File: src/rtl/vending_pkg.sv
// Shared constants and types for the single-item vending controller.
// The state names mirror the credit held, in units.
package vending_pkg;

    typedef enum logic [1:0] {
        S0  = 2'd0,
        S5  = 2'd1,
        S10 = 2'd2
    } state_t;

    localparam logic [1:0] COIN_NONE   = 2'd0;
    localparam logic [1:0] COIN_NICKEL = 2'd1;
    localparam logic [1:0] COIN_DIME   = 2'd2;

    localparam int PRICE        = 15;
    localparam int NICKEL_VALUE = 5;
    localparam int DIME_VALUE   = 10;

    // The reserved pattern {I,J}=01 is folded into COIN_NONE here so the FSM never sees it.
    function automatic logic [1:0] decode_coin(input logic valid, input logic kind);
        if (!valid)
            return COIN_NONE;
        else if (kind)
            return COIN_DIME;
        else
            return COIN_NICKEL;
    endfunction

endpackage

File: src/rtl/vending_machine.sv
// Credit-tracking FSM for a 15-unit item; X dispenses and Y returns one nickel,
// both registered so they appear one clock after the completing coin.
module vending_machine
    import vending_pkg::*;
(
    input  logic clk,
    input  logic rst,
    input  logic I,
    input  logic J,
    output logic X,
    output logic Y
);

    state_t     state;
    state_t     state_next;
    logic       x_next;
    logic       y_next;
    logic [1:0] coin;

    assign coin = decode_coin(I, J);

    always_comb begin
        state_next = state;
        x_next     = 1'b0;
        y_next     = 1'b0;
        case (state)
            S0: begin
                if (coin == COIN_NICKEL)
                    state_next = S5;
                else if (coin == COIN_DIME)
                    state_next = S10;
            end
            S5: begin
                if (coin == COIN_NICKEL) begin
                    state_next = S10;
                end else if (coin == COIN_DIME) begin
                    state_next = S0;
                    x_next     = 1'b1;
                end
            end
            S10: begin
                if (coin == COIN_NICKEL) begin
                    state_next = S0;
                    x_next     = 1'b1;
                end else if (coin == COIN_DIME) begin
                    state_next = S0;
                    x_next     = 1'b1;
                    y_next     = 1'b1;
                end
            end
            // The spare encoding drops back to empty credit without a pulse.
            default: begin
                state_next = S0;
            end
        endcase
    end

    always_ff @(posedge clk) begin
        if (rst) begin
            state <= S0;
            X     <= 1'b0;
            Y     <= 1'b0;
        end else begin
            state <= state_next;
            X     <= x_next;
            Y     <= y_next;
        end
    end

endmodule

File: config.mk
export PLATFORM = sky130hd
export DESIGN_NAME = vending_machine
export DESIGN_NICKNAME = d
export VERILOG_FILES = /design/src/rtl/vending_pkg.sv /design/src/rtl/vending_machine.sv
export SDC_FILE = /design/constraint.sdc
export NUM_CORES = 1
export LEC_CHECK = 0
export BUFFER_PORTS_ARGS = -buffer_cell sky130_fd_sc_hd__buf_2
export CAP_MARGIN = 10
export CORE_AREA = 5 5 42 44
export CTS_CLUSTER_SIZE = 24
export DETAILED_ROUTE_END_ITERATION = 12
export DIE_AREA = 0 0 47 49
export SLEW_MARGIN = 25
export SYNTH_ARGS = -nofsm -noshare
export SYNTH_HDL_FRONTEND = slang
export SYNTH_SLANG_ARGS = --single-unit
File: constraint.sdc
create_clock -name clk -period 3.2 [get_ports clk]
set_input_delay 0.16 -clock clk [delete_from_list [all_inputs] [get_ports clk]]
set_output_delay 0.16 -clock clk [all_outputs]
set_load 0.02 [all_outputs]
==> flow_metrics.tcl <==
set metrics [dict create \
    crit_chain "inv_1 > ha_1 > nor2_4 > or4_1 > a21oi_1" \
    postCtsSetupRepairBufs 0 \
    antenna_found_initial 0 \
    io_pins 6 \
    powerDensity_mw_per_mm2 451 \
    overflow 0 \
    fp.coreArea_mm2 0.00140 \
    routedWlPerCell_um 9.48 \
    cp_top_family "simple AND/OR/NAND/NOR gates" \
    worst-path-buf-inv 1 \
    p_seq_share_pct 38.7 \
    ys_types 16 \
    cts_sinks 4 \
    synth-seq-area-share_pct 32.8 \
    cts.clk_slew.worst_paths_ns 0.04 \
    cts_buffer_depth 2 \
    dp_hpwl_um 381 \
    leakage_nw 0.139 \
    layout_commonest_cell "buf_2" \
    crit_slowest_cell "or4_1" \
    reg2reg_depth 5 \
    critical_path_depth 5 \
    crit_path_end "state[0]" \
    period_minus_slack_ns 1.33 \
    maxClockFrequency_mhz 751 \
    syn-mean-instance-area_um2 10.2 \
    crit_arrival_ns 1.50 \
    cts_buffers 3 \
    start_kind "flip-flop" \
    cpPeakStageDelay_ns 0.40 \
    worst_slack_ns 1.87 \
    pwr-share-clk_pct 45.2 \
    nFillCells 167 \
    switching_power_w 0.0000348 \
    irDropWorstVdd_v 0.0000674 \
    reg2reg_to "state[0]" \
    drive_gt1_share_pct 31.3 \
    synth_seq_cells 4 \
    dr.first_iter.drc_count 0 \
    r2r_slack_ns 1.87 \
    startpoint "state[0]" \
    via_count 202 \
    die_area_mm2 0.00230 \
    max_cap_viol_count 0 \
    endpoint_kind "flip-flop" \
    hold_viol 0 \
    status "finished, final reports clean" \
    rows 14 \
    p_comb_share_pct 16.1 \
    hold_ws_ns 0.131 \
    htree_levels 1 \
    slew-limit-headroom_pct 83.0 \
    final_cell_mix "buf_2 (5), dfxtp_1 (4), ha_1 (4)" \
    dp_slack_ns 1.87 \
    cts-root-buf "clkbuf_4" \
    setup_viol 0 \
    worstSkewPairLatency_ns 0.24 \
    die_height_um 49 \
    syn2layout_area_growth_pct 27.7 \
    cts_tree "yes" \
    intPower_w 0.000106 \
    drtPass1Iterations 1 \
    num_antenna_cells 0 \
    grt_pass1_vias 224 \
    cp_data_required_time_ns 3.37 \
    crit_type "reg2reg" \
    min_path_type "in2reg" \
    final_nets 42 \
    drtAntennaViolNets 0 \
    grt_max_degree 8 \
    r2r_start "state[0]" \
    synthesis.area_um2 244 \
    p_sw_share_pct 24.8 \
    ctsHoldBuffers 0 \
    io_buffers 5 \
    grt_pass1_wl_um 848 \
    via_per_inst 4.21 \
    crit_fanout 4 \
    track_usage_pct 5.84 \
    rsz0062_at_grt "false" \
    die_width_um 47 \
    drt-total-wl_um 455 \
    fin_setup_tns_ns 0 \
    drc_errors 0 \
    syn-num-nets 32 \
    hold_start "rst" \
    synthCells 24 \
    tightest_slew_ns 0.251 \
    drv_slew 0 \
    initial_core_util_pct 17.4 \
    period_share_pct 41.6 \
    skew_ns 0.00383 \
    yosysWarnings 0 \
    gp_congestion 0.720 \
    cts_repair_resize_count 0 \
]
-- flip-flops by register name (all words and copies together), names as in the netlist --
register and flops:
X 1, Y 1, state 2
-- worst register-to-register path, cell delays in order, from the launching register on --
cell and delay (ns):
dfxtp_1 0.33, inv_1 0.10, ha_1 0.24, nor2_4 0.06
or4_1 0.40, a21oi_1 0.14
-- cell families after synthesis --
| family | Yosys count | share of synthesized area (%) |
|---|---|---|
| and+or+nand+nor | 8 | 26.7 |
| AOI/OAI and AO/OA | 5 | 12.8 |
| adders and majority gates | 4 | 20.5 |
| DFF | 4 | 32.8 |
| buffers and inverters | 2 | 3.08 |
| muxes | 1 | 4.10 |
-- Yosys cell counts (all sizes together) --
library cell / count / area share (%)
dfxtp: 4 / 33
or4: 1 / 3.1
inv: 2 / 3.1
nor2: 2 / 6.2
nor3b: 1 / 3.1
mux2i: 1 / 4.1
nor2b: 1 / 2.6
nor4bb: 1 / 4.1
a31o: 1 / 3.6
ha: 4 / 21
o21bai: 1 / 3.1
a21oi: 2 / 4.1
and4b: 1 / 4.1
nor4b: 1 / 3.6
o21ai: 1 / 2.0
-- layout make-up --
type | count | area (um^2) | area share, %
sequential | 4 | 80.1 | 25.7
multi-input combinational | 18 | 156 | 50.2
tap | 16 | 20.0 | 6.43
clock buffer | 3 | 22.5 | 7.23
inverter | 2 | 7.51 | 2.41
timing repair buffer | 5 | 25.0 | 8.03
-- power groups by stage --
stage	registers (W)	logic, W	clock network [W]
floorplan	0.0000552	0.0000157	0
global placement	0.0000553	0.0000227	0
finish	0.0000543	0.0000226	0.0000635
detailed placement	0.0000551	0.0000232	0
global route	0.0000546	0.0000265	0.0000694
CTS	0.0000544	0.0000232	0.0000681
-- routing by layer --
| metal | global-route usage [%] | wire length [um] | share of wire, % |
|---|---|---|---|
| met1 | 4.39 | 156 | 34 |
| met2 | 8.14 | 254 | 56 |
| met3 | 2.21 | 15 | 3.3 |
| met4 | 9.68 | 29 | 6.4 |
| met5 | 0 | 0 | 0 |
-- metrics by stage --
stage	instance area, um^2	instances	util [%]	total power, W
2_1_floorplan	244	24	-	0.0000709
3_3_place_gp	289	45	20.6	0.0000780
3_5_place_dp	289	45	20.6	0.0000783
4_1_cts	312	48	22.2	0.000146
5_1_grt	312	48	22.2	0.000150
6_report	312	48	22.2	0.000140
-- worst min-delay path by stage --
stage                     endpoint  slack, ns  cells past startpoint
after global placement    state[0]       0.38                      2
final                     state[0]       0.13                      2
after floorplan           state[0]       0.23                      1
after global routing      state[0]       0.14                      2
after detailed placement  state[0]       0.39                      2
after CTS                 state[0]       0.12                      2
No activity file was read; power rests on OpenSTA's default activity.
